`src/rtl/clock_pkg.sv`:
```
// Shared types, field widths and wrap helpers for the multi-alarm timekeeper.
// Times are binary hours/minutes/seconds; alarms and snooze targets are hour:minute pairs.
package clock_pkg;

   localparam int HW = 5;
   localparam int MW = 6;
   localparam int SW = 6;

   localparam logic [HW-1:0] H_MAX = 5'd23;
   localparam logic [MW-1:0] M_MAX = 6'd59;
   localparam logic [SW-1:0] S_MAX = 6'd59;
   localparam logic [MW:0]   MINS_PER_HOUR = 7'd60;

   typedef enum logic [1:0] {
      MODE_RUN       = 2'd0,
      MODE_SET_TIME  = 2'd1,
      MODE_SET_ALARM = 2'd2
   } mode_e;

   typedef enum logic {
      RING_IDLE   = 1'b0,
      RING_ACTIVE = 1'b1
   } ring_e;

   typedef struct packed {
      logic [HW-1:0] h;
      logic [MW-1:0] m;
   } hm_t;

   function automatic logic [HW-1:0] next_hour(input logic [HW-1:0] h);
      return (h >= H_MAX) ? '0 : h + 5'd1;
   endfunction

   function automatic logic [MW-1:0] next_min(input logic [MW-1:0] m);
      return (m >= M_MAX) ? '0 : m + 6'd1;
   endfunction

   // Adds dm (< 60) minutes; a minute overflow carries into the hour, which wraps at 24.
   function automatic hm_t add_minutes(input hm_t t, input logic [MW-1:0] dm);
      hm_t           r;
      logic [MW:0]   sum;
      sum = {1'b0, t.m} + {1'b0, dm};
      r.h = t.h;
      if (sum >= MINS_PER_HOUR) begin
         sum = sum - MINS_PER_HOUR;
         r.h = next_hour(t.h);
      end
      r.m = sum[MW-1:0];
      return r;
   endfunction

endpackage

```
`src/rtl/sec_prescaler.sv`:
```
// Divides clk down to a one-cycle tick every TICK_DIV cycles.
// tick is high while the counter sits at terminal count; clr restarts the second.
module sec_prescaler #(
   parameter int TICK_DIV = 50_000_000
) (
   input  logic clk,
   input  logic RESETn,
   input  logic clr,
   output logic tick
);

   localparam int            CW = (TICK_DIV > 1) ? $clog2(TICK_DIV) : 1;
   localparam logic [CW-1:0] TC = CW'(TICK_DIV - 1);

   logic [CW-1:0] cnt_q, cnt_d;

   assign tick = (cnt_q == TC);

   always_comb begin
      cnt_d = cnt_q + CW'(1);
      if (clr || tick) begin
         cnt_d = '0;
      end
   end

   always_ff @(posedge clk or negedge RESETn) begin
      if (!RESETn) begin
         cnt_q <= '0;
      end else begin
         cnt_q <= cnt_d;
      end
   end

endmodule

```
`src/rtl/multi_alarm_timekeeper.sv`:
```
// 24-hour timekeeper with NUM_ALARMS armed alarm slots, per-slot snooze and timed ringing.
// Buttons are single-cycle pulses; every held-high cycle counts as another press.
module multi_alarm_timekeeper
   import clock_pkg::*;
#(
   parameter  int NUM_ALARMS = 4,
   parameter  int TICK_DIV   = 50_000_000,
   parameter  int RING_SECS  = 60,
   parameter  int SNOOZE_MIN = 5,
   localparam int AW         = (NUM_ALARMS > 1) ? $clog2(NUM_ALARMS) : 1
) (
   input  logic                  clk,
   input  logic                  RESETn,
   input  logic                  mode_btn,
   input  logic                  inc_sec,
   input  logic                  inc_min,
   input  logic                  inc_hour,
   input  logic [AW-1:0]         alarm_sel,
   input  logic [NUM_ALARMS-1:0] alarm_arm,
   input  logic                  snooze,
   input  logic                  stop,
   output logic [HW-1:0]         time_h,
   output logic [MW-1:0]         time_m,
   output logic [SW-1:0]         time_s,
   output logic [HW-1:0]         disp_h,
   output logic [MW-1:0]         disp_m,
   output logic [SW-1:0]         disp_s,
   output logic [1:0]            mode,
   output logic                  sec_pulse,
   output logic                  ringing,
   output logic [AW-1:0]         ring_idx
);

   logic                  tick;
   logic                  presc_clr;
   logic                  btn_mode;
   logic                  adv;
   logic                  edit_alarm;
   logic                  match_any;
   logic                  match_by_snz;
   logic [AW-1:0]         match_idx;
   hm_t                   now_hm;
   hm_t                   sel_alarm;

   mode_e                 mode_q, mode_d;
   logic [HW-1:0]         time_h_q, time_h_d;
   logic [MW-1:0]         time_m_q, time_m_d;
   logic [SW-1:0]         time_s_q, time_s_d;
   logic                  sec_pulse_q, sec_pulse_d;
   hm_t                   alarm_q   [NUM_ALARMS];
   hm_t                   alarm_d   [NUM_ALARMS];
   hm_t                   snz_tgt_q [NUM_ALARMS];
   hm_t                   snz_tgt_d [NUM_ALARMS];
   logic [NUM_ALARMS-1:0] snz_flag_q, snz_flag_d;
   ring_e                 ring_q, ring_d;
   logic [AW-1:0]         ring_idx_q, ring_idx_d;
   logic [7:0]            ring_cnt_q, ring_cnt_d;

   sec_prescaler #(
      .TICK_DIV (TICK_DIV)
   ) u_prescaler (
      .clk    (clk),
      .RESETn (RESETn),
      .clr    (presc_clr),
      .tick   (tick)
   );

   assign now_hm = '{h: time_h_q, m: time_m_q};

   // While ringing, mode_btn is swallowed as a stop request.
   always_comb begin
      btn_mode = mode_btn && (ring_q == RING_IDLE);
      mode_d   = mode_q;
      if (btn_mode) begin
         case (mode_q)
            MODE_RUN:      mode_d = MODE_SET_TIME;
            MODE_SET_TIME: mode_d = MODE_SET_ALARM;
            default:       mode_d = MODE_RUN;
         endcase
      end
      presc_clr   = btn_mode && (mode_q == MODE_RUN);
      adv         = tick && (mode_q != MODE_SET_TIME) && (mode_d != MODE_SET_TIME);
      sec_pulse_d = adv && (mode_q == MODE_RUN) && (mode_d == MODE_RUN);
   end

   always_comb begin
      time_h_d = time_h_q;
      time_m_d = time_m_q;
      time_s_d = time_s_q;
      if (adv) begin
         time_s_d = next_min(time_s_q);
         if (time_s_q == S_MAX) begin
            time_m_d = next_min(time_m_q);
            if (time_m_q == M_MAX) begin
               time_h_d = next_hour(time_h_q);
            end
         end
      end else if (mode_q == MODE_SET_TIME) begin
         if (inc_sec)  time_s_d = next_min(time_s_q);
         if (inc_min)  time_m_d = next_min(time_m_q);
         if (inc_hour) time_h_d = next_hour(time_h_q);
      end
   end

   // Lowest-index slot wins the match; losers are dropped, not queued.
   always_comb begin
      match_any    = 1'b0;
      match_by_snz = 1'b0;
      match_idx    = '0;
      if (sec_pulse_q && (time_s_q == '0)) begin
         for (int i = 0; i < NUM_ALARMS; i++) begin
            if (!match_any &&
                ((alarm_arm[i] && (alarm_q[i] == now_hm)) ||
                 (snz_flag_q[i] && (snz_tgt_q[i] == now_hm)))) begin
               match_any    = 1'b1;
               match_idx    = AW'(i);
               match_by_snz = snz_flag_q[i] && (snz_tgt_q[i] == now_hm);
            end
         end
      end
   end

   always_comb begin
      alarm_d    = alarm_q;
      snz_tgt_d  = snz_tgt_q;
      snz_flag_d = snz_flag_q;
      ring_d     = ring_q;
      ring_idx_d = ring_idx_q;
      ring_cnt_d = ring_cnt_q;
      edit_alarm = (mode_q == MODE_SET_ALARM) && (inc_min || inc_hour);

      for (int i = 0; i < NUM_ALARMS; i++) begin
         if (edit_alarm && (alarm_sel == AW'(i))) begin
            if (inc_hour) alarm_d[i].h = next_hour(alarm_q[i].h);
            if (inc_min)  alarm_d[i].m = next_min(alarm_q[i].m);
            snz_flag_d[i] = 1'b0;
         end
      end

      case (ring_q)
         RING_IDLE: begin
            if (match_any) begin
               ring_d     = RING_ACTIVE;
               ring_idx_d = match_idx;
               ring_cnt_d = 8'(RING_SECS);
               for (int i = 0; i < NUM_ALARMS; i++) begin
                  if (match_by_snz && (match_idx == AW'(i))) snz_flag_d[i] = 1'b0;
               end
            end
         end
         RING_ACTIVE: begin
            if (stop || mode_btn) begin
               ring_d = RING_IDLE;
            end else if (snooze) begin
               ring_d = RING_IDLE;
               for (int i = 0; i < NUM_ALARMS; i++) begin
                  if (ring_idx_q == AW'(i)) begin
                     snz_flag_d[i] = 1'b1;
                     snz_tgt_d[i]  = add_minutes(now_hm, MW'(SNOOZE_MIN));
                  end
               end
            end else if (tick) begin
               if (ring_cnt_q <= 8'd1) begin
                  ring_d     = RING_IDLE;
                  ring_cnt_d = '0;
               end else begin
                  ring_cnt_d = ring_cnt_q - 8'd1;
               end
            end
         end
         default: ring_d = RING_IDLE;
      endcase
   end

   always_ff @(posedge clk or negedge RESETn) begin
      if (!RESETn) begin
         mode_q      <= MODE_RUN;
         time_h_q    <= '0;
         time_m_q    <= '0;
         time_s_q    <= '0;
         sec_pulse_q <= 1'b0;
         snz_flag_q  <= '0;
         ring_q      <= RING_IDLE;
         ring_idx_q  <= '0;
         ring_cnt_q  <= '0;
         for (int i = 0; i < NUM_ALARMS; i++) begin
            alarm_q[i]   <= '0;
            snz_tgt_q[i] <= '0;
         end
      end else begin
         mode_q      <= mode_d;
         time_h_q    <= time_h_d;
         time_m_q    <= time_m_d;
         time_s_q    <= time_s_d;
         sec_pulse_q <= sec_pulse_d;
         snz_flag_q  <= snz_flag_d;
         ring_q      <= ring_d;
         ring_idx_q  <= ring_idx_d;
         ring_cnt_q  <= ring_cnt_d;
         for (int i = 0; i < NUM_ALARMS; i++) begin
            alarm_q[i]   <= alarm_d[i];
            snz_tgt_q[i] <= snz_tgt_d[i];
         end
      end
   end

   always_comb begin
      sel_alarm = '0;
      for (int i = 0; i < NUM_ALARMS; i++) begin
         if (alarm_sel == AW'(i)) sel_alarm = alarm_q[i];
      end
      disp_h = time_h_q;
      disp_m = time_m_q;
      disp_s = time_s_q;
      if (mode_q == MODE_SET_ALARM) begin
         disp_h = sel_alarm.h;
         disp_m = sel_alarm.m;
         disp_s = '0;
      end
   end

   assign time_h    = time_h_q;
   assign time_m    = time_m_q;
   assign time_s    = time_s_q;
   assign mode      = mode_q;
   assign sec_pulse = sec_pulse_q;
   assign ringing   = (ring_q == RING_ACTIVE);
   assign ring_idx  = ring_idx_q;

endmodule
```
`config.mk`:
```
export PLATFORM = sky130hd
export DESIGN_NAME = multi_alarm_timekeeper
export DESIGN_NICKNAME = d
export VERILOG_FILES = /design/src/rtl/clock_pkg.sv /design/src/rtl/sec_prescaler.sv /design/src/rtl/multi_alarm_timekeeper.sv
export SDC_FILE = /design/constraint.sdc
export NUM_CORES = 1
export LEC_CHECK = 0
export CELL_PAD_IN_SITES_DETAIL_PLACEMENT = 1
export CELL_PAD_IN_SITES_GLOBAL_PLACEMENT = 1
export CORE_MARGIN = 3
export CORE_UTILIZATION = 47
export CTS_BUF_LIST = sky130_fd_sc_hd__clkbuf_16
export DETAILED_ROUTE_END_ITERATION = 12
export PLACE_DENSITY_LB_ADDON = 0.25
export SLEW_MARGIN = 20
export SYNTH_ARGS = -nofsm -noshare
export SYNTH_HDL_FRONTEND = slang
export SYNTH_HIERARCHICAL = 1
export SYNTH_SLANG_ARGS = --single-unit
```
`constraint.sdc`:
```
create_clock -name clk -period 3.1 [get_ports clk]
set_input_delay 0.62 -clock clk [delete_from_list [all_inputs] [get_ports clk]]
set_output_delay 0.62 -clock clk [all_outputs]
set_load 0.005 [all_outputs]
```
After elaboration in Yosys (flattened, before gate mapping)
Index checks and enable logic that the tools add are counted.

Logic and storage cells: 230. Output and inout bits: 40. Input port bits: 14. Register bits: 149.

Add/sub/neg operators: 15. Bitwise operators: 2. Multiplexer cells: 80. Reductions and logical operators: 64. Magnitude comparators: 13. Equal/unequal tests: 30.

Operator list (count): 2-to-1 mux 6 bit (16); == test 11 bit (8); 2-to-1 mux 5 bit (12); 2-to-1 mux 11 bit (4); 2-to-1 mux 8 bit (5); adder 6 x 1 -> 6 bit (second input constant) (6); >= comparator 6 bit (second input constant) (6); 2-to-1 mux 1 bit (31); logical AND 1 bit (27); adder 26 x 1 -> 26 bit (second input constant) (1); == test 26 bit (second input constant) (1); 2-to-1 mux 26 bit (1); adder 5 x 1 -> 5 bit (second input constant) (5); >= comparator 5 bit (second input constant) (5); AND reduction 4 bit (6); AND reduction 2 bit (10); case mux 8 bit (2 select lines) (1); == test 2 bit (second input constant) (7); == test 6 bit (second input constant) (2); 2-to-1 mux 4 bit (3); logical NOT 2 bit (5); == test 2 x 1 -> 1 bit (second input constant) (4); less-or-equal comparator 8 x 1 -> 1 bit (second input constant) (1); 2-to-1 mux 2 bit (4); other kinds (15) (33).

Depth between registers and ports, before layout
Gate-level depths: netlist of the first run.

Depth in word-level cells: 22. Mapped depth: 11. Gate-level depth less buffers: 9.

Hierarchy
The synthesis of the first run kept the hierarchy.

By module, submodules not included: multi_alarm_timekeeper (seq. area each 3078.0 um^2, area an instance 7636.1 um^2, cells each 830, instances 1); sec_prescaler (seq. area each 650.6 um^2, area an instance 1397.6 um^2, cells each 147, instances 1).

Worst setup path before layout of the first run
No wires, ideal clock.

Path kind: input to output. Start point: input port alarm_sel[0]. End point: output port disp_h[3]. Required time: 2480 ps. Arrival: 1809 ps. Setup slack: 671 ps. Buffers on the path: 2. Stages: 4. Path through: buf_2 buf_2 mux4_2 mux2_2.

Word-level cells in the longest chain between the ends: 6. Elaborated cells on any way between the ends: 9. Those cells by class: eq/ne: 3; mux: 5; reduce/logical: 1.

RTL lines: start, declared (line multi_alarm_timekeeper.sv:18) `input logic [AW-1:0] alarm_sel,`; logical NOT 2 bit (line multi_alarm_timekeeper.sv:210) `if (alarm_sel == AW'(i)) sel_alarm = alarm_q[i];`; 2-to-1 mux 11 bit (3 in series) (line multi_alarm_timekeeper.sv:210); 2-to-1 mux 11 bit (*) (line multi_alarm_timekeeper.sv:210); 2-to-1 mux 5 bit (*) (line multi_alarm_timekeeper.sv:215) `if (mode_q == MODE_SET_ALARM) begin`; end, declared (line multi_alarm_timekeeper.sv:25) `output logic [HW-1:0] disp_h,`.

Every way passes the cells marked *; elsewhere a longest branch is shown, timed or not.

Final worst setup path of the first run
Start point: input port alarm_sel[0]. End point: output port disp_h[0].

The elaborated chain is that of the path after synthesis.

==> results of run 1 <==
-- report_power, final --
part	leakage, nW	internal, mW	total, mW	switching (mW)
clock	0.293	1.32	2.16	0.840
combinational	2.05	1.42	2.92	1.50
sequential	1.99	2.18	2.73	0.547
-- worst max path at each step --
| stage | start | end | slack [ns] |
|---|---|---|---|
| final | alarm_sel[0] | disp_h[0] | 0.17 |
| after global routing | u_prescaler/cnt_q[16]$_DFF_PN0_ | time_h[3]$_DFFE_PN0P_ | 0.01 |
| after CTS | u_prescaler/cnt_q[16]$_DFF_PN0_ | time_h[3]$_DFFE_PN0P_ | 0.15 |
| after detailed placement | alarm_sel[0] | disp_h[0] | -0.09 |
| after global placement | alarm_sel[0] | disp_h[0] | -0.09 |
| after floorplan | alarm_sel[0] | disp_h[3] | 0.67 |
-- metrics by stage --
step                      TNS, ns  hold slack [ns]
after global placement    -0.2513           0.4776
after floorplan                 0           0.3244
after global routing            0           0.1638
final                           0           0.1317
after CTS                       0           0.1486
after detailed placement  -0.3913           0.4878
-- flip-flops by register name (all words and copies together) (netlist names) --
register / cells
ringing: 1
ring_idx: 2
time_h: 5
alarm_q: 44
mode: 2
snz_tgt_q: 44
snz_flag_q: 4
time_s: 6
sec_pulse: 1
time_m: 6
u_prescaler/cnt_q: 26
ring_cnt_q: 8
-- area by class of cell --
cell class	count	area [um2]
Clock buffer	17	425.4
Clock inverter	14	167.7
Fill cell	2149	8248
Timing Repair Buffer	96	900.9
Inverter	16	60.06
Sequential cell	149	3729
Multi-Input combinational cell	753	4945
Tap cell	234	292.8
-- worst max-delay path: cells and delay by family --
family   cells  cell delay (ns)
mux          2             0.81
buf+inv      3             0.88
-- cells in the final DEF, fill, tap and decap left out, types with 11 or more instances in the layout --
cell / count
dfrtp_1: 149
nand2_1: 111
xnor2_1: 99
o21ai_0: 92
nor2_1: 68
clkdlybuf4s50_1: 50
a21oi_1: 47
nand4_1: 40
buf_4: 38
nand3_1: 35
nor3_1: 29
mux2_2: 20
inv_1: 18
ha_1: 17
clkbuf_16: 17
a21o_1: 15
nor2b_1: 14
and3_1: 13
or3_1: 11
o31ai_1: 11
mux4_2: 11
-- cells by family after synthesis --
kind of cell | Yosys count
simple gates | 373
flops | 149
mux | 36
compound gates | 217
xor+xnor | 107
buf+inv | 75
fa+ha+maj | 20
-- timing repair --
action | in CTS | in global routing
endpoints found under the hold margin | 0 | 0
gates resized for setup | 3 | 1
hold buffers | 0 | 0
setup endpoints to repair | 10 | 11
-- layer usage --
layer,vias to the layer above,part of all wire [%]
met3,39,5.1
met4,0,1.8
li1,3608,-
met1,3927,45
met2,207,48
met5,-,0
==> flow_summary.toml, run 1 <==
[synth]
ys_types = 72
synth_top_cell_by_area = "dfrtp_1"
synthTopCellsByCount = "dfrtp_1 (149), nand2_1 (111), xnor2_1 (99)"
synth-async-reset-ratio_pct = 100.0
yosys.area_share.simple_pct = 21.14
synth_area_per_cell_um2 = 9.246
ys_dominant_reg_cell = "dfrtp_1"
synth_xor_area_share_pct = 10.37
post_synth_mux_area_share_pct = 5.789
synth_edf_count = 0
synth_seq_cells = 149
synthAdderAreaFrac_pct = 2.687
ys_seq_area_share_pct = 41.27
synth_most_common_cell = "dfrtp_1"
yosysWarnings = 6
synth-compound-area-share_pct = 14.60
synthCells = 977
syn_area_um2 = 9034
synth_top_family_by_area = "simple AND/OR/NAND/NOR gates"
synth_top_area_share_pct = 41.27
syn-num-nets = 1008
ys_top_cells_by_area = "dfrtp_1 (41%), xnor2_1 (9.6%), o21ai_0 (5.1%)"

[clock_tree]
clockBufferDepth = 2
cts.sinks = 149
clkSlewWorstSetupHoldPaths_ns = 0.06
cts_buffers = 17
clk_latency_ns = 0.43
h-tree-depth = 4
cts_tree = "yes"
cts_setup_buffers = 0
cts_root_buf = "clkbuf_16"

[final_layout]
drive_above_1_share_pct = 11.29
stdcell_count = 1279
area_growth_syn_to_layout_pct = 16.45
diodes = 0
layout.nets = 1064
fin_area_um2 = 10520
fin_util_pct = 56.05

[critical_path]
critPathArrivalTime_ns = 2.31
reg2reg_from = "u_prescaler/cnt_q[16]$_DFF_PN0_"
required_ns = 2.48
worstPathMaxFanout = 6
cp_slowest_cell = "mux4_2"
critical_path_class = "in -> out"
path_cells = "dlygate4sd2_1, buf_12, mux4_2, mux2_2, clkdlybuf4s50_1"
r2r-end = "time_h[3]$_DFFE_PN0P_"
r2r_setup_slack_ns = 0.34
worstSetupStartpointType = "primary input"
slowest_delay_ns = 0.51
reg2reg_depth = 8
end_kind = "output port"

[grt]
antenna_found_initial = 0
use_met3_pct = 4.828
grt_start_max_net_pins = 54
grt.busiest_layer = "met2"
grt_use_total_pct = 26.90
grt_pass1_vias = 8117
overflow = 0
gr-usage-met1_pct = 37.67
grt_pass1_wl_um = 44040
use_met2_pct = 43.23

[floorplanning]
core-area_um2 = 18770
start_util_pct = 48.13
dieArea_um2 = 20920
die_w_um = 144.6
ios = 54
die_y_um = 144.6
rows = 50

[drt]
wl_per_cell_um = 21.26
routed_wl_um = 27190
drt_iter0_markers = 616
antenna_left = 0
drc = 0
firstDrtPassIters = 5
viasPerCell = 6.084
num_vias = 7781

[power_and_ir_drop]
p_per_area_nw_per_um2 = 742.1
p_leak_nw = 4.333
finalPower_mw = 7.807
worst_ir_drop_vdd_uv = 492.0

[run_status]
status = "complete, no violations"

[timing]
fin_crit_sh_pct = 94.45
rsz0062_at_grt = "false"
worst_pin_slew_ns = 0.7623
final_max_slew_viol_count = 0
slew_headroom_pct = 49.18
fmaxAchievable_mhz = 341.5
fin_skew_ns = 0.01063
period_minus_slack_ns = 2.928
finalSetupViolCount = 0
fin_ws_ns = 0.1719
final_hold_viol_count = 0

[placement]
io_buffers = 53
dp_cells = 1247
pre_cts_ws_ns = -0.08899
postPlaceCellArea_um2 = 9906
hpwl_um = 19300
gp_congestion = 0.8892

[job]
max_cap_violations = 0

[hold_path]
hold_path_class = "in -> async"
No activity file was read; power rests on OpenSTA's default activity.
==> inputs of run 2 (changes only) <==
Settings changed: GPL_TIMING_DRIVEN set to 0.
==> run 2 against run 1 <==
  * Hold slack improved by 0.028 ns
  * Core utilization fell by 0.39 points
  * Combinational power up 8.9%
  * Cell count rose by 1.2%
  * Worst setup slack lost 0.099 ns
  * First-iteration DRC count fell by 18%
  * Critical endpoint unchanged
==> flow_summary.toml, run 2 (same netlist as run 1, synthesis figures left out) <==
[run_status]
status = "complete, no violations"

[floorplanning]
ios = 54
dieArea_um2 = 20920
die_y_um = 144.6
start_util_pct = 48.13
core-area_um2 = 18770
rows = 50
die_w_um = 144.6

[timing]
fin_crit_sh_pct = 97.66
period_minus_slack_ns = 3.027
fmaxAchievable_mhz = 330.3
final_max_slew_viol_count = 0
rsz0062_at_grt = "false"
finalSetupViolCount = 0
fin_skew_ns = 0.01036
slew_headroom_pct = 32.27
fin_ws_ns = 0.07262
final_hold_viol_count = 0
worst_pin_slew_ns = 1.009

[grt]
grt_pass1_wl_um = 44550
grt_pass1_vias = 8225
grt_use_total_pct = 27.51
overflow = 0
antenna_found_initial = 0
grt_start_max_net_pins = 82

[drt]
drc = 0
drt_iter0_markers = 504
wl_per_cell_um = 21.43
firstDrtPassIters = 5
num_vias = 7919
antenna_left = 0
viasPerCell = 6.120
routed_wl_um = 27730

[placement]
gp_congestion = 0.8796
io_buffers = 50
pre_cts_ws_ns = -0.7577
hpwl_um = 19460
postPlaceCellArea_um2 = 9859

[clock_tree]
h-tree-depth = 4
clockBufferDepth = 2
cts.sinks = 149
clk_latency_ns = 0.43
clkSlewWorstSetupHoldPaths_ns = 0.06
cts_tree = "yes"
postCtsHoldBufs = 0
cts_buffers = 17
cts_root_buf = "clkbuf_16"

[final_layout]
reg_top3 = "alarm_q: 44 flops, snz_tgt_q: 44 flops, u_prescaler/cnt_q: 26 flops"
final-seq-area_um2 = 3729
layout_common_cells = "dfrtp_1 (149), nand2_1 (111), xnor2_1 (99)"
nFillCells = 2186
fin_area_um2 = 10450
final_common_cell = "dfrtp_1"
multi_input_area_um2 = 4955
layout.nets = 1078
area_growth_syn_to_layout_pct = 15.64
diodes = 0
drive_above_1_share_pct = 11.13

[critical_path]
critical_path_buf_inv_count = 4
path_cells = "clkdlybuf4s15_2, clkbuf_8, buf_4, mux4_2, mux2_2, clkdlybuf4s50_1"
worstPathMaxFanout = 10
end_kind = "output port"
required_ns = 2.48
critical_path_class = "in -> out"
crit_path_start = "alarm_sel[1]"
reg2reg_from = "time_m[1]$_DFFE_PN0P_"
cp_slowest_cell = "clkdlybuf4s50_1"
slowest_delay_ns = 0.46
path_delay_family = "buffers and inverters"
worstSetupStartpointType = "primary input"
critPathArrivalTime_ns = 2.41

[power_and_ir_drop]
p_leak_nw = 4.293
p_clk_share_pct = 25.3
p_comb_share_pct = 41.3
sequentialPowerShare_pct = 33.4
worst_ir_drop_vdd_uv = 437.2
p_per_area_nw_per_um2 = 736.1
power.internal_mw = 4.710
swShare_pct = 38.75
power_switching_mw = 2.980

[job]
max_cap_violations = 0

[hold_path]
hold_path_class = "in -> async"
run 2: final timing paths:
path / to / slack (ns) / depth (start not counted)
max: disp_h[0] / 0.07 / 6
min: alarm_q[4]$_DFFE_PN0P_ / 0.16 / 1
max reg2reg: snz_tgt_q[26]$_DFFE_PN0P_ / 0.16 / 10
min reg2reg: snz_tgt_q[13]$_DFFE_PN0P_ / 0.50 / 2
max in group asynchronous: time_h[0]$_DFFE_PN0P_ / 2.12 / 2
min in group clk: snz_tgt_q[13]$_DFFE_PN0P_ / 0.50 / 2
run 2: cell type report:
type / count / share of cell area, %
plain buffers: 59 / 3.198
clock buffers: 17 / 4.072
clock inverters: 15 / 1.114
inverters: 16 / 0.5749
multi-input cells: 753 / 47.43
flip-flops and latches: 149 / 35.69
well taps: 234 / 2.803
repair buffers: 51 / 5.114
run 2: worst register-to-register path: cells and delay by family (launching register included):
kind,cells,cell delay (ns)
xor+xnor,2,0.92
fa+ha+maj,2,0.50
flops,1,0.47
compound gates,3,0.38
simple gates,2,0.35
buf+inv,1,0.19
run 2: repair_timing:
item / 4_1_cts / 5_1_grt
endpoints found under the setup margin: 22 / 11
buffers inserted: 0 / 0
resized for setup: 11 / 5
run 2: routing by layer:
metal	part of all wire, %	wire [um]	vias up	GRT usage, %
li1	-	-	3656	-
met1	45	12460	3988	38.08
met2	47	13010	230	43.75
met3	5.6	1539	45	5.159
met4	2.6	712	0	9.033
met5	0	0	-	0
run 2: power groups by stage:
stage | Clock (mW) | Combinational [mW] | Sequential (mW)
3_3_place_gp | 0 | 3.04 | 2.59
3_5_place_dp | 0 | 3.11 | 2.59
4_1_cts | 1.97 | 3.15 | 2.56
6_report | 1.95 | 3.18 | 2.56
2_1_floorplan | 0 | 1.98 | 2.48
5_1_grt | 2.06 | 3.48 | 2.61
run 2: through the flow:
step	hold WS [ns]	cells	total power, mW	utilization [%]	TNS (ns)
finish	0.1601	1294	7.689	55.66	0
global route	0.1968	1294	8.145	55.66	0
CTS	0.1786	1294	7.678	55.56	0
detailed placement	0.4882	1262	5.703	52.53	-7.172
global placement	0.4809	1261	5.630	52.36	-752.35
floorplan	0.3244	977	4.461	-	0
